## config.mk

```make
export PLATFORM = sky130hd
export DESIGN_NAME = tile_core_req_buffer_flat
export DESIGN_NICKNAME = d
export VERILOG_FILES = /design/src/rtl/tile_core_req_buffer_if.sv /design/src/rtl/tile_core_req_buffer.sv /design/src/flat_wrapper.sv
export SDC_FILE = /design/constraint.sdc
export NUM_CORES = 1
export LEC_CHECK = 0
export BUFFER_PORTS_ARGS = -buffer_cell sky130_fd_sc_hd__clkbuf_2
export CAP_MARGIN = 20
export CORE_ASPECT_RATIO = 2
export CORE_UTILIZATION = 58
export CTS_CLUSTER_SIZE = 40
export DETAILED_ROUTE_END_ITERATION = 8
export HOLD_SLACK_MARGIN = 0.06
export PLACE_DENSITY = 0.87
export SLEW_MARGIN = 20
export SYNTH_ARGS = -nofsm -noshare
export SYNTH_HDL_FRONTEND = slang
export SYNTH_SLANG_ARGS = --single-unit
```

## constraint.sdc

```tcl
create_clock -name clk_i -period 6.7 [get_ports clk_i]
set_input_delay 1.005 -clock clk_i [delete_from_list [all_inputs] [get_ports clk_i]]
set_output_delay 1.005 -clock clk_i [all_outputs]
set_load 0.05 [all_outputs]
```

## src/rtl/tile_core_req_buffer_if.sv

```systemverilog
// Bundle of the core-side and crossbar-side signals of tile_core_req_buffer.
// The "slave" modport is the buffer's view; "master" is the view of the
// environment (core plus crossbar) driving it.
interface tile_core_req_buffer_if #(
    parameter int unsigned AddrWidth      = 32,
    parameter int unsigned DataWidth      = 32,
    parameter int unsigned MaxOutstanding = 4
);
    localparam int unsigned BeWidth  = DataWidth / 8;
    localparam int unsigned CntWidth = $clog2(MaxOutstanding) + 1;

    // Core request side
    logic                 core_req_valid_i;
    logic                 core_req_ready_o;
    logic [AddrWidth-1:0] core_req_addr_i;
    logic                 core_req_wen_i;
    logic [DataWidth-1:0] core_req_wdata_i;
    logic [BeWidth-1:0]   core_req_be_i;

    // Core response side
    logic                 core_rsp_valid_o;
    logic                 core_rsp_ready_i;
    logic [DataWidth-1:0] core_rsp_rdata_o;

    // Crossbar side
    logic                 xbar_req_o;
    logic [AddrWidth-1:0] xbar_addr_o;
    logic                 xbar_wen_o;
    logic [DataWidth-1:0] xbar_wdata_o;
    logic [BeWidth-1:0]   xbar_be_o;
    logic                 xbar_gnt_i;
    logic                 xbar_vld_i;
    logic [DataWidth-1:0] xbar_rdata_i;

    // Credit count
    logic [CntWidth-1:0]  outstanding_o;

    modport slave (
        input  core_req_valid_i, core_req_addr_i, core_req_wen_i,
               core_req_wdata_i, core_req_be_i, core_rsp_ready_i,
               xbar_gnt_i, xbar_vld_i, xbar_rdata_i,
        output core_req_ready_o, core_rsp_valid_o, core_rsp_rdata_o,
               xbar_req_o, xbar_addr_o, xbar_wen_o, xbar_wdata_o, xbar_be_o,
               outstanding_o
    );

    modport master (
        output core_req_valid_i, core_req_addr_i, core_req_wen_i,
               core_req_wdata_i, core_req_be_i, core_rsp_ready_i,
               xbar_gnt_i, xbar_vld_i, xbar_rdata_i,
        input  core_req_ready_o, core_rsp_valid_o, core_rsp_rdata_o,
               xbar_req_o, xbar_addr_o, xbar_wen_o, xbar_wdata_o, xbar_be_o,
               outstanding_o
    );
endinterface

```

## src/rtl/tile_core_req_buffer.sv

```systemverilog
// tile_core_req_buffer: one-entry request register towards the tile crossbar,
// credit-limited outstanding transactions and an in-order response FIFO.
// Optional feature macro: TILE_REQ_BUF_RSP_BYPASS_EN -- when defined, a
// crossbar response arriving while the FIFO is empty is presented to the core
// combinationally in the same cycle (and only stored if the core stalls).
// SpuriousFatal selects whether a dropped spurious xbar_vld_i stops simulation.
module tile_core_req_buffer #(
    parameter int unsigned AddrWidth      = 32,
    parameter int unsigned DataWidth      = 32,
    parameter int unsigned MaxOutstanding = 4,
    parameter bit          SpuriousFatal  = 1'b1
) (
    input logic                   clk_i,
    input logic                   rst_i,
    tile_core_req_buffer_if.slave bus
);
    localparam int unsigned BeWidth  = DataWidth / 8;
    localparam int unsigned CntWidth = $clog2(MaxOutstanding) + 1;
    localparam int unsigned IdxWidth = $clog2(MaxOutstanding);
    localparam int unsigned PtrWidth = IdxWidth + 1;
    localparam logic [CntWidth-1:0] MaxCnt = CntWidth'(MaxOutstanding);

    // Request register
    logic                 r_full;
    logic [AddrWidth-1:0] r_addr;
    logic                 r_wen;
    logic [DataWidth-1:0] r_wdata;
    logic [BeWidth-1:0]   r_be;

    // Counters
    logic [CntWidth-1:0]  r_credits;
    logic [CntWidth-1:0]  r_inflight;

    // Response FIFO
    logic [PtrWidth-1:0]  r_wptr;
    logic [PtrWidth-1:0]  r_rptr;
    logic [DataWidth-1:0] r_mem [MaxOutstanding];

    logic                 w_grant;
    logic                 w_req_ready;
    logic                 w_accept;
    logic                 w_spurious;
    logic                 w_rsp_ok;
    logic                 w_empty;
    logic                 w_full;
    logic                 w_push;
    logic                 w_fifo_pop;
    logic                 w_rsp_valid;
    logic [DataWidth-1:0] w_rsp_rdata;
    logic                 w_core_pop;
    logic [IdxWidth-1:0]  w_widx;
    logic [IdxWidth-1:0]  w_ridx;

    assign w_grant     = r_full && bus.xbar_gnt_i;
    // Ready only looks at the register and the credits, never at the
    // response handshake, so no path exists from core_rsp_ready_i to here.
    assign w_req_ready = (!r_full || bus.xbar_gnt_i) && (r_credits < MaxCnt);
    assign w_accept    = bus.core_req_valid_i && w_req_ready;
    assign w_spurious  = bus.xbar_vld_i && (r_inflight == '0);
    assign w_rsp_ok    = bus.xbar_vld_i && !w_spurious;

    assign w_widx  = r_wptr[IdxWidth-1:0];
    assign w_ridx  = r_rptr[IdxWidth-1:0];
    assign w_empty = (r_wptr == r_rptr);
    assign w_full  = (w_widx == w_ridx) && (r_wptr[PtrWidth-1] != r_rptr[PtrWidth-1]);

`ifdef TILE_REQ_BUF_RSP_BYPASS_EN
    // Empty FIFO: the crossbar response is forwarded directly and stored
    // only when the core is not taking it this cycle.
    assign w_rsp_valid = !w_empty || w_rsp_ok;
    assign w_rsp_rdata = !w_empty ? r_mem[w_ridx]
                       : (w_rsp_ok ? bus.xbar_rdata_i : '0);
    assign w_push      = w_rsp_ok && !(w_empty && bus.core_rsp_ready_i);
    assign w_fifo_pop  = !w_empty && bus.core_rsp_ready_i;
`else
    // Every response is stored first; the core only ever sees FIFO state.
    assign w_rsp_valid = !w_empty;
    assign w_rsp_rdata = w_empty ? '0 : r_mem[w_ridx];
    assign w_push      = w_rsp_ok;
    assign w_fifo_pop  = !w_empty && bus.core_rsp_ready_i;
`endif

    assign w_core_pop = w_rsp_valid && bus.core_rsp_ready_i;

    assign bus.core_req_ready_o = w_req_ready;
    assign bus.core_rsp_valid_o = w_rsp_valid;
    assign bus.core_rsp_rdata_o = w_rsp_rdata;
    assign bus.xbar_req_o       = r_full;
    assign bus.xbar_addr_o      = r_addr;
    assign bus.xbar_wen_o       = r_wen;
    assign bus.xbar_wdata_o     = r_wdata;
    assign bus.xbar_be_o        = r_be;
    assign bus.outstanding_o    = r_credits;

    // Request register: load on accept (also in the grant cycle), free on grant.
    always_ff @(posedge clk_i) begin
        if (rst_i) begin
            r_full  <= 1'b0;
            r_addr  <= '0;
            r_wen   <= 1'b0;
            r_wdata <= '0;
            r_be    <= '0;
        end else if (w_accept) begin
            r_full  <= 1'b1;
            r_addr  <= bus.core_req_addr_i;
            r_wen   <= bus.core_req_wen_i;
            r_wdata <= bus.core_req_wdata_i;
            r_be    <= bus.core_req_be_i;
        end else if (w_grant) begin
            r_full  <= 1'b0;
        end
    end

    // Credits cover register + in-flight + FIFO, bounding FIFO occupancy.
    always_ff @(posedge clk_i) begin
        if (rst_i) begin
            r_credits <= '0;
        end else begin
            case ({w_accept, w_core_pop})
                2'b10:   r_credits <= r_credits + CntWidth'(1);
                2'b01:   r_credits <= r_credits - CntWidth'(1);
                default: r_credits <= r_credits;
            endcase
        end
    end

    // In-flight count: granted requests still waiting for their response.
    always_ff @(posedge clk_i) begin
        if (rst_i) begin
            r_inflight <= '0;
        end else begin
            case ({w_grant, w_rsp_ok})
                2'b10:   r_inflight <= r_inflight + CntWidth'(1);
                2'b01:   r_inflight <= r_inflight - CntWidth'(1);
                default: r_inflight <= r_inflight;
            endcase
        end
    end

    // FIFO pointers with wrap bit.
    always_ff @(posedge clk_i) begin
        if (rst_i) begin
            r_wptr <= '0;
            r_rptr <= '0;
        end else begin
            if (w_push)     r_wptr <= r_wptr + PtrWidth'(1);
            if (w_fifo_pop) r_rptr <= r_rptr + PtrWidth'(1);
        end
    end

    // FIFO storage, one cleared entry per slot so the read port is 0 after reset.
    generate
        for (genvar gi = 0; gi < int'(MaxOutstanding); gi++) begin : g_mem
            // Write slot gi when the write pointer addresses it.
            always_ff @(posedge clk_i) begin
                if (rst_i) begin
                    r_mem[gi] <= '0;
                end else if (w_push && (w_widx == IdxWidth'(gi))) begin
                    r_mem[gi] <= bus.xbar_rdata_i;
                end
            end
        end
    endgenerate

`ifndef SYNTHESIS
    logic                 r_chk_pend;
    logic [AddrWidth-1:0] r_chk_addr;
    logic                 r_chk_wen;
    logic [DataWidth-1:0] r_chk_wdata;
    logic [BeWidth-1:0]   r_chk_be;

    // Protocol checks: FIFO overflow, spurious responses, unstable pending request.
    always_ff @(posedge clk_i) begin
        if (rst_i) begin
            r_chk_pend  <= 1'b0;
            r_chk_addr  <= '0;
            r_chk_wen   <= 1'b0;
            r_chk_wdata <= '0;
            r_chk_be    <= '0;
        end else begin
            r_chk_pend  <= r_full && !bus.xbar_gnt_i;
            r_chk_addr  <= r_addr;
            r_chk_wen   <= r_wen;
            r_chk_wdata <= r_wdata;
            r_chk_be    <= r_be;
            if (w_push && w_full && !w_fifo_pop)
                $fatal(1, "tile_core_req_buffer: response FIFO push while full");
            if (w_spurious) begin
                if (SpuriousFatal)
                    $fatal(1, "tile_core_req_buffer: spurious xbar_vld_i");
                else
                    $warning("tile_core_req_buffer: spurious xbar_vld_i dropped");
            end
            if (r_chk_pend && ((r_addr != r_chk_addr) || (r_wen != r_chk_wen) ||
                               (r_wdata != r_chk_wdata) || (r_be != r_chk_be)))
                $fatal(1, "tile_core_req_buffer: xbar fields changed while ungranted");
        end
    end
`endif
endmodule

```

## src/flat_wrapper.sv

```systemverilog
// flat-port wrapper written by rule: the top's interface ports become plain ports
module tile_core_req_buffer_flat 
#(
    parameter int unsigned AddrWidth      = 32,
    parameter int unsigned DataWidth      = 32,
    parameter int unsigned MaxOutstanding = 4,
    parameter bit          SpuriousFatal  = 1'b1
)
  (clk_i, rst_i, bus_core_req_valid_i, bus_core_req_addr_i, bus_core_req_wen_i, bus_core_req_wdata_i, bus_core_req_be_i, bus_core_rsp_ready_i, bus_xbar_gnt_i, bus_xbar_vld_i, bus_xbar_rdata_i, bus_core_req_ready_o, bus_core_rsp_valid_o, bus_core_rsp_rdata_o, bus_xbar_req_o, bus_xbar_addr_o, bus_xbar_wen_o, bus_xbar_wdata_o, bus_xbar_be_o, bus_outstanding_o);
  tile_core_req_buffer_if #(.AddrWidth(AddrWidth), .DataWidth(DataWidth), .MaxOutstanding(MaxOutstanding)) bus_i ();
  input logic clk_i;
  input logic rst_i;
  input wire logic [$bits(bus_i.core_req_valid_i)-1:0] bus_core_req_valid_i;
  input wire logic [$bits(bus_i.core_req_addr_i)-1:0] bus_core_req_addr_i;
  input wire logic [$bits(bus_i.core_req_wen_i)-1:0] bus_core_req_wen_i;
  input wire logic [$bits(bus_i.core_req_wdata_i)-1:0] bus_core_req_wdata_i;
  input wire logic [$bits(bus_i.core_req_be_i)-1:0] bus_core_req_be_i;
  input wire logic [$bits(bus_i.core_rsp_ready_i)-1:0] bus_core_rsp_ready_i;
  input wire logic [$bits(bus_i.xbar_gnt_i)-1:0] bus_xbar_gnt_i;
  input wire logic [$bits(bus_i.xbar_vld_i)-1:0] bus_xbar_vld_i;
  input wire logic [$bits(bus_i.xbar_rdata_i)-1:0] bus_xbar_rdata_i;
  output wire logic [$bits(bus_i.core_req_ready_o)-1:0] bus_core_req_ready_o;
  output wire logic [$bits(bus_i.core_rsp_valid_o)-1:0] bus_core_rsp_valid_o;
  output wire logic [$bits(bus_i.core_rsp_rdata_o)-1:0] bus_core_rsp_rdata_o;
  output wire logic [$bits(bus_i.xbar_req_o)-1:0] bus_xbar_req_o;
  output wire logic [$bits(bus_i.xbar_addr_o)-1:0] bus_xbar_addr_o;
  output wire logic [$bits(bus_i.xbar_wen_o)-1:0] bus_xbar_wen_o;
  output wire logic [$bits(bus_i.xbar_wdata_o)-1:0] bus_xbar_wdata_o;
  output wire logic [$bits(bus_i.xbar_be_o)-1:0] bus_xbar_be_o;
  output wire logic [$bits(bus_i.outstanding_o)-1:0] bus_outstanding_o;
  assign bus_i.core_req_valid_i = bus_core_req_valid_i;
  assign bus_i.core_req_addr_i = bus_core_req_addr_i;
  assign bus_i.core_req_wen_i = bus_core_req_wen_i;
  assign bus_i.core_req_wdata_i = bus_core_req_wdata_i;
  assign bus_i.core_req_be_i = bus_core_req_be_i;
  assign bus_i.core_rsp_ready_i = bus_core_rsp_ready_i;
  assign bus_i.xbar_gnt_i = bus_xbar_gnt_i;
  assign bus_i.xbar_vld_i = bus_xbar_vld_i;
  assign bus_i.xbar_rdata_i = bus_xbar_rdata_i;
  assign bus_core_req_ready_o = bus_i.core_req_ready_o;
  assign bus_core_rsp_valid_o = bus_i.core_rsp_valid_o;
  assign bus_core_rsp_rdata_o = bus_i.core_rsp_rdata_o;
  assign bus_xbar_req_o = bus_i.xbar_req_o;
  assign bus_xbar_addr_o = bus_i.xbar_addr_o;
  assign bus_xbar_wen_o = bus_i.xbar_wen_o;
  assign bus_xbar_wdata_o = bus_i.xbar_wdata_o;
  assign bus_xbar_be_o = bus_i.xbar_be_o;
  assign bus_outstanding_o = bus_i.outstanding_o;
  tile_core_req_buffer #(.AddrWidth(AddrWidth), .DataWidth(DataWidth), .MaxOutstanding(MaxOutstanding), .SpuriousFatal(SpuriousFatal)) u_core (.clk_i(clk_i), .rst_i(rst_i), .bus(bus_i));
endmodule
```

==> results.json, run 1 <==
{
  "placed_area_sq_um": 10700,
  "skew_ns": 0.0216,
  "rsz0062_at_grt": "no",
  "synthesis.area_sq_um": 9510,
  "cts_made_buffers": 19,
  "critPathTopFamily": "simple AND/OR/NAND/NOR gates",
  "cts_tree": "done",
  "slew_viol_final": 0,
  "initial_core_util": 0.597,
  "top_usage_layer": "met2",
  "hold_path_class": "reg2reg",
  "ios": 214,
  "required_ns": 5.69,
  "peakVddDrop_v": 0.000313,
  "grtUsageTotal": 0.262,
  "antenna_found_initial": 0,
  "slowest_stage": "nor3_4",
  "grtUsageMet3": 0.0431,
  "path_depth": 5,
  "fin_setup_tns_ns": 0,
  "drive_above_1_share": 0.317,
  "vias": 7008,
  "cp_data_arrival_time_ns": 2.43,
  "nNetsFinal": 1068,
  "post_cts_buffers": 0,
  "period_minus_slack_ns": 3.44,
  "cp-start-kind": "flip-flop",
  "multi_input_area_sq_um": 3630,
  "synth_cells": 780,
  "synth_cell_types": 37,
  "endpoint": "bus_core_rsp_rdata_o[1]",
  "final_cell_area_sq_um": 11300,
  "setup_viol": 0,
  "cp_max_fo": 25,
  "io_buffers": 213,
  "critical_path_class": "reg2out",
  "finalHoldViolations": 0,
  "fmax_mhz": 291,
  "crit_start": "u_core.r_rptr[0]",
  "ant_nets": 0,
  "clock_path_buffers": 3,
  "cap_violations": 0,
  "cts_root_buffer": "clkbuf_16",
  "route.detailed.drc": 0,
  "drt-total-wl_um": 22300,
  "grt_util_met1": 0.287,
  "globalRouteMet2Util": 0.479,
  "avgViaCountPerCell": 6.02,
  "antenna_cells": 0,
  "r2r_end": "u_core.bus.outstanding_o[2]",
  "cts.reportedPaths.clkPinSlew_ns": 0.07,
  "drt_iter0_drc": 422,
  "n_fill_cell": 1089,
  "yosysSeqAreaShare": 0.581,
  "h-tree-depth": 1,
  "wl_per_cell_um": 19.1,
  "overflow": 0,
  "grt_pass1_vias": 7116,
  "r2r-start": "u_core.bus.outstanding_o[2]",
  "powerDensity_nw_per_um2": 338,
  "cts_sinks": 212,
  "die_h_um": 183,
  "cellLeakagePower_nw": 4.72,
  "drt-pass1-iter-count": 5,
  "relSlewSlack": 0.342,
  "ys_warn_count": 0,
  "finalCritPeriodShare": 0.513,
  "r2r_cells": 10,
  "worst-path-buf-inv": 2,
  "grt_max_degree": 75,
  "grt_pass1_wl_um": 34700,
  "num_rows": 65,
  "gp_congestion": 0.827,
  "syn_to_final_growth_pct": 18.7,
  "syn_area_per_cell_sq_um": 12.2,
  "seq_area_sq_um": 5530,
  "syn-num-nets": 896,
  "reg2reg_slack_ns": 3.81,
  "slowest_delay_ns": 0.48,
  "critPathCaptureType": "output pin",
  "status": "complete, no violations",
  "synth-seq-cells": 212,
  "worst_pin_slew_ns": 0.987,
  "cts-hold-fix-buffers": 0,
  "die_width_um": 92.6,
  "cp_cell_sequence": "xor2_1 -> nor3_4 -> buf_4 -> and2b_1 -> clkbuf_2",
  "fin_util": 0.709,
  "dieArea_sq_um": 17000,
  "core_sq_um": 15900,
  "dp_hpwl_um": 13900,
  "ctsResizeCount": 0,
  "clock_latency_ns": 0.50
}
==> stage by stage <==
stage               power, mW  cells  setup WS, ns  hold slack, ns
floorplan                2.45    780          3.67           0.471
global placement         2.70   1132          3.54           0.453
detailed placement       2.72   1132          3.56           0.462
CTS                      3.83   1165          3.25           0.471
global route             3.95   1165          3.12           0.486
finish                   3.82   1165          3.26           0.470
==> cells by family (layout without fill, tap and decap cells) <==
family	after synthesis	count (layout)	share of synthesized area
DFF	212	212	0.581
AOI/OAI and AO/OA	159	159	0.106
and+or+nand+nor	268	268	0.176
muxes	32	32	0.0757
xor gates and xnor gates	8	8	0.00736
adders and majority gates	9	9	0.0134
buffers and inverters	92	276	0.0406
==> cell usage in the layout, fill, tap and decap left out, drive strengths merged, types with 3 or more instances in the layout <==
| cell type | count |
|---|---|
| and2 | 128 |
| nor2b | 14 |
| bufinv | 3 |
| nor3b | 6 |
| buf | 18 |
| nand2 | 8 |
| nand4 | 69 |
| clkinvlp | 3 |
| and2b | 21 |
| or3 | 4 |
| o31ai | 70 |
| a21o | 3 |
| o21ai | 3 |
| edfxtp | 128 |
| nand2b | 3 |
| xor2 | 8 |
| inv | 14 |
| clkinv | 6 |
| mux4 | 32 |
| a21oi | 77 |
| nand3 | 4 |
| clkbuf | 232 |
| ha | 7 |
| dfxtp | 84 |
| nor2 | 8 |
==> routing by layer <==
layer / vias up / part of all wire
met5: - / 0
met4: 0 / 0.039
met3: 60 / 0.071
met2: 336 / 0.55
met1: 3368 / 0.34
li1: 3244 / -
==> Yosys cell counts (all sizes together) <==
master | count | area, sq um
o21ai | 3 | 15.0
o2111ai | 1 | 8.76
a21o | 3 | 22.5
buf | 18 | 93.8
a31oi | 2 | 12.5
mux4 | 32 | 721
nand3 | 4 | 20.0
inv | 13 | 48.8
a211oi | 1 | 7.51
and3 | 1 | 6.26
and2b | 21 | 158
clkbuf | 61 | 244
dfxtp | 84 | 1680
and2 | 128 | 801
ha | 7 | 87.6
o311ai | 1 | 8.76
a21oi | 77 | 385
or3 | 4 | 25.0
or4 | 1 | 7.51
nand2b | 3 | 18.8
o211ai | 1 | 7.51
edfxtp | 128 | 3840
nor2b | 14 | 87.6
o31ai | 70 | 539
nand4 | 69 | 432
nor2 | 8 | 30.0
nor3 | 1 | 16.3
fa | 2 | 40.0
xor2 | 8 | 70.1
nand2 | 8 | 30.0
nor3b | 6 | 45.0
==> area by class of cell <==
cell class | count | area share
tap | 201 | 0.0223
timing repair buffer | 230 | 0.106
clock inverter | 13 | 0.0142
clock buffer | 20 | 0.0424
sequential | 212 | 0.489
multi-input combinational | 476 | 0.322
inverter | 13 | 0.00432
==> worst min-delay path by stage <==
| stage | from | end | slack [ns] | depth (start not counted) |
|---|---|---|---|---|
| after floorplan | u_core.r_rptr[2] | u_core.r_rptr[2] | 0.47 | 2 |
| after global placement | u_core.bus.xbar_wdata_o[9] | u_core.bus.xbar_wdata_o[9] | 0.45 | 2 |
| after detailed placement | u_core.bus.xbar_wdata_o[5] | u_core.bus.xbar_wdata_o[5] | 0.46 | 2 |
| after CTS | u_core.bus.xbar_wdata_o[5] | u_core.bus.xbar_wdata_o[5] | 0.47 | 2 |
| after global routing | u_core.bus.xbar_wdata_o[14] | u_core.bus.xbar_wdata_o[14] | 0.49 | 2 |
| final | u_core.bus.xbar_addr_o[5] | u_core.bus.xbar_addr_o[5] | 0.47 | 2 |
==> sequential cells by signal, summed over array words and instances, names as in the netlist, named ones only <==
register                  cells
u_core.bus.outstanding_o      3
u_core.r_inflight             3
u_core.bus.xbar_be_o          4
u_core.r_mem                128
u_core.bus.xbar_addr_o       32
u_core.bus.xbar_wdata_o      32
u_core.r_rptr                 3
u_core.bus.xbar_req_o         1
u_core.r_wptr                 3
u_core.bus.xbar_wen_o         1
==> worst min-delay path: stages, from the launching register on <==
cell     delay, ns
dfxtp_1       0.31
o31ai_1       0.06
a21oi_1       0.06
==> power breakdown <==
group,switching (mW),total [mW],internal (mW)
registers,0.0631,1.59,1.52
logic,0.781,1.11,0.328
clock network,0.479,1.12,0.642
total,1.32,3.82,2.49
Power figures use the tool's default switching activity.
==> inputs of run 2 (changes only) <==
CORE_UTILIZATION = 54   (was 58)
PLACE_DENSITY = 0.82   (was 0.87)
clock period = 3.4 ns   (was 6.7 ns; I/O delays follow)
==> results.json, run 2 (synthesized netlist as in run 1, its figures left out) <==
{
  "status": "complete, no violations",
  "syn_to_final_growth_pct": 19.4,
  "nNetsFinal": 1069,
  "layout_commonest_cell": "clkbuf_2",
  "cts_tree": "done",
  "cp_data_arrival_time_ns": 2.37,
  "die_width_um": 95.9,
  "overflow": 0,
  "clock_latency_ns": 0.48,
  "multi_input_area_sq_um": 3630,
  "antenna_found_initial": 1,
  "min_delay_worst_endpoint": "u_core.bus.xbar_addr_o[1]",
  "reg2reg_slack_ns": 0.93,
  "holdWs_ns": 0.269,
  "fmax_mhz": 347,
  "dieArea_sq_um": 18200,
  "rsz0062_at_grt": "no",
  "finalCritPeriodShare": 0.848,
  "cellLeakagePower_nw": 4.73,
  "slew_viol_final": 0,
  "cts_made_buffers": 19,
  "setup_viol": 0,
  "gp_congestion": 0.818,
  "cts_root_buffer": "clkbuf_16",
  "largest_reg_flops": 128,
  "num_rows": 68,
  "slowest_delay_ns": 0.65,
  "grtUsageTotal": 0.246,
  "hold_path_class": "in2reg",
  "fin_util": 0.658,
  "cp-start-kind": "flip-flop",
  "mostFrequentLayoutCells": "clkbuf_2 (212), and2_1 (128), edfxtp_1 (128)",
  "period_minus_slack_ns": 2.88,
  "worst-path-buf-inv": 2,
  "initial_core_util": 0.551,
  "h-tree-depth": 1,
  "worst_pin_slew_ns": 0.941,
  "cp_max_fo": 20,
  "critPathTopFamily": "flip-flops",
  "ctsResizeCount": 0,
  "core_sq_um": 17300,
  "r2r_cells": 9,
  "ant_nets": 0,
  "io_buffers": 213,
  "drt-total-wl_um": 22100,
  "skew_ns": 0.00507,
  "slowest_stage": "dfxtp_2",
  "relSlewSlack": 0.373,
  "regMostFlops": "u_core.r_mem",
  "powerDensity_nw_per_um2": 664,
  "peakVddDrop_v": 0.000580,
  "clock_path_buffers": 3,
  "cts_sinks": 212,
  "dp_hpwl_um": 13900,
  "grt_pass1_wl_um": 34800,
  "fin_ws_ns": 0.518,
  "placement.setup.worst_slack_ns": 0.940,
  "cts-hold-fix-buffers": 0,
  "die_h_um": 190,
  "required_ns": 2.89,
  "grt_max_degree": 74,
  "vias": 6963,
  "path_depth": 4,
  "cts.reportedPaths.clkPinSlew_ns": 0.07,
  "avgViaCountPerCell": 5.92,
  "post_cts_buffers": 0,
  "n_fill_cell": 1326,
  "critical_path_class": "reg2out",
  "r2r_end": "u_core.bus.outstanding_o[2]",
  "drt_iter0_drc": 258,
  "cap_violations": 0,
  "fin_setup_tns_ns": 0,
  "cp_cell_sequence": "buf_12 -> mux4_2 -> and2b_1 -> clkbuf_2",
  "r2r-start": "u_core.r_wptr[1]",
  "grt_pass1_vias": 6965,
  "critPathCaptureType": "output pin",
  "seq_area_sq_um": 5530,
  "ios": 214,
  "hp-start": "bus_core_req_addr_i[1]",
  "holdPathStages": 3,
  "route.detailed.drc": 0,
  "drive_above_1_share": 0.315,
  "p_total_mw": 7.55,
  "wl_per_cell_um": 18.8,
  "finalHoldViolations": 0,
  "drt-pass1-iter-count": 4
}
[run 2: routing by layer]
metal / vias up / wire length (um) / global-route usage
met1: 3417 / 7950 / 0.283
met4: 0 / 491 / 0.0775
met2: 257 / 12200 / 0.451
met3: 35 / 1420 / 0.0444
met5: - / 0 / 0
li1: 3254 / - / -
[run 2: per-stage QoR]
stage                     std cells  area [sq um]
after floorplan                 780          9510
after global placement         1142         10700
after detailed placement       1142         10700
after CTS                      1175         11400
after global routing           1176         11400
final                          1176         11400
[run 2: worst register-to-register path: stages (launching register included)]
cell and delay (ns):
dfxtp_1 0.46, xor2_1 0.43, nor3_4 0.08, and2b_1 0.23
ha_1 0.18, inv_1 0.06, fa_1 0.37, xor2_1 0.16
or3_1 0.30, a21oi_1 0.13
[run 2: area by class of cell]
| class | instances | share of cell area |
|---|---|---|
| antenna | 1 | 0.000220 |
| inverter | 13 | 0.00430 |
| tap | 210 | 0.0231 |
| multi-input combinational | 476 | 0.320 |
| timing repair buffer | 231 | 0.109 |
| clock buffer | 20 | 0.0422 |
| sequential | 212 | 0.487 |
| clock inverter | 13 | 0.0145 |
[run 2: where the power goes]
part           switching, mW  internal (mW)  total, mW
registers              0.142           3.00       3.14
logic                   1.51          0.658       2.17
clock network          0.909           1.33       2.24
[run 2: worst max-delay path by stage]
| stage | slack (ns) | endpoint | start |
|---|---|---|---|
| after detailed placement | 0.94 | u_core.bus.outstanding_o[2] | u_core.r_wptr[0] |
| after floorplan | 0.89 | u_core.bus.outstanding_o[2] | u_core.bus.outstanding_o[2] |
| after global placement | 1.00 | bus_core_rsp_rdata_o[27] | flip-flop |
| after CTS | 0.46 | bus_core_rsp_rdata_o[21] | flip-flop |
| after global routing | 0.40 | bus_core_rsp_rdata_o[27] | flip-flop |
| final | 0.52 | bus_core_rsp_rdata_o[27] | flip-flop |
==> inputs of run 3 (changes only) <==
clock period = 2.7 ns   (was 3.4 ns; I/O delays follow)
==> results.json, run 3 (synthesized netlist as in run 1, its figures left out) <==
{
  "clock_power_share": 0.272,
  "cp_cell_sequence": "xor2_2 -> nor3_4 -> buf_6 -> and2b_1 -> clkbuf_2",
  "peakVddDrop_v": 0.000584,
  "drt-total-wl_um": 21500,
  "clock_latency_ns": 0.48,
  "fin_setup_tns_ns": 0,
  "relSlewSlack": 0.371,
  "drt_iter0_drc": 252,
  "seqPwrFrac": 0.428,
  "cts_made_buffers": 19,
  "gp_congestion": 0.793,
  "cts-hold-fix-buffers": 0,
  "nNetsFinal": 1071,
  "largest_reg_flops": 128,
  "powerDensity_nw_per_um2": 813,
  "cp_data_arrival_time_ns": 2.08,
  "slowest_delay_ns": 0.50,
  "status": "complete, no violations",
  "regMostFlops": "u_core.r_mem",
  "antenna_found_initial": 1,
  "p_sw_mw": 3.18,
  "grt_max_degree": 74,
  "syn_to_final_growth_pct": 18.7,
  "grtUsageTotal": 0.238,
  "finalHoldViolations": 0,
  "power_switching_share": 0.346,
  "cp_max_fo": 33,
  "ios": 214,
  "placed_area_sq_um": 10700,
  "worst_pin_slew_ns": 0.932,
  "cts_tree": "done",
  "grt_pass1_vias": 6922,
  "cellLeakagePower_nw": 4.70,
  "io_buffers": 213,
  "avgViaCountPerCell": 5.90,
  "skew_ns": 0.0119,
  "n_fill_cell": 1331,
  "cts_sinks": 212,
  "placement.setup.worst_slack_ns": 0.200,
  "initial_core_util": 0.551,
  "wl_per_cell_um": 18.2,
  "holdPathStages": 3,
  "core_sq_um": 17300,
  "num_rows": 68,
  "dieArea_sq_um": 18200,
  "ctsResizeCount": 0,
  "fmax_mhz": 402,
  "mostFrequentLayoutCells": "clkbuf_2 (212), and2_1 (128), edfxtp_1 (128)",
  "critical_path_class": "reg2out",
  "cts.reportedPaths.clkPinSlew_ns": 0.07,
  "final_cell_area_sq_um": 11300,
  "clock_path_buffers": 3,
  "required_ns": 2.30,
  "post_cts_buffers": 0,
  "setup_viol": 0,
  "die_width_um": 95.9,
  "cap_violations": 0,
  "ant_nets": 0,
  "p_total_mw": 9.18,
  "layout_commonest_cell": "clkbuf_2",
  "hold_path_class": "in2reg",
  "die_h_um": 190,
  "drive_above_1_share": 0.315,
  "route.detailed.drc": 0,
  "comb_power_share": 0.300,
  "drt-pass1-iter-count": 4,
  "grt_pass1_wl_um": 33500,
  "period_minus_slack_ns": 2.49,
  "finalCritPeriodShare": 0.921,
  "overflow": 0,
  "fin_ws_ns": 0.214,
  "vias": 6937,
  "rsz0062_at_grt": "no",
  "cp-start-kind": "flip-flop",
  "h-tree-depth": 1,
  "critPathCaptureType": "output pin",
  "r2r_cells": 9,
  "cts_root_buffer": "clkbuf_16",
  "slew_viol_final": 0,
  "p_int_mw": 6.00,
  "dp_hpwl_um": 13400,
  "slowest_stage": "dfxtp_1"
}
## run 3: changes by cell type in the layout (fill, tap and decap cells not counted), sizes merged
cell | previous run | this run
clkbuf | 232 | 236
bufinv | 4 | 1
buf | 19 | 21
clkinv | 6 | 4
clkinvlp | 3 | 2
## run 3: cell type report
| type | instances | area (sq um) | area share |
|---|---|---|---|
| diodes | 1 | 2.50 | 0.000222 |
| multi-input cells | 476 | 3650 | 0.323 |
| flip-flops and latches | 212 | 5530 | 0.490 |
| repair buffers | 233 | 1240 | 0.110 |
| well taps | 210 | 263 | 0.0233 |
| inverters | 13 | 48.8 | 0.00432 |
| clock inverters | 7 | 61.3 | 0.00543 |
| clock buffers | 24 | 494 | 0.0438 |
## run 3: power groups by stage
stage,logic (mW),registers (mW),clock network (mW)
floorplan,1.67,4.41,0
global placement,2.73,3.98,0
detailed placement,2.77,4.00,0
CTS,2.78,3.93,2.54
global route,2.96,3.96,2.64
finish,2.76,3.93,2.50
## run 3: worst paths after layout
check	slack [ns]	end	from
max	0.21	bus_core_rsp_rdata_o[3]	u_core.r_wptr[1]
min	0.17	u_core.bus.xbar_addr_o[3]	bus_core_req_addr_i[3]
max reg2reg	0.30	u_core.bus.outstanding_o[2]	u_core.r_wptr[1]
min reg2reg	0.47	u_core.bus.xbar_addr_o[18]	u_core.bus.xbar_addr_o[18]
## run 3: critical path: cells and delay by family (launching register included)
kind	cells	cell delay (ns)
DFF	1	0.50
buffers and inverters	2	0.49
xor gates and xnor gates	1	0.18
and+or+nand+nor	2	0.43
## run 3: metal layers
metal	track usage	up-vias	part of all wire
met5	0	-	0
met4	0.0993	0	0.032
met3	0.0404	45	0.066
met2	0.434	262	0.55
met1	0.266	3378	0.35
li1	-	3252	-
## run 3: metrics by stage
step | cells | hold WS (ns) | util
3_3_place_gp | 1144 | 0.454 | 0.620
2_1_floorplan | 780 | 0.471 | -
5_1_grt | 1176 | 0.163 | 0.654
6_report | 1176 | 0.171 | 0.654
4_1_cts | 1175 | 0.156 | 0.653
3_5_place_dp | 1144 | 0.462 | 0.620
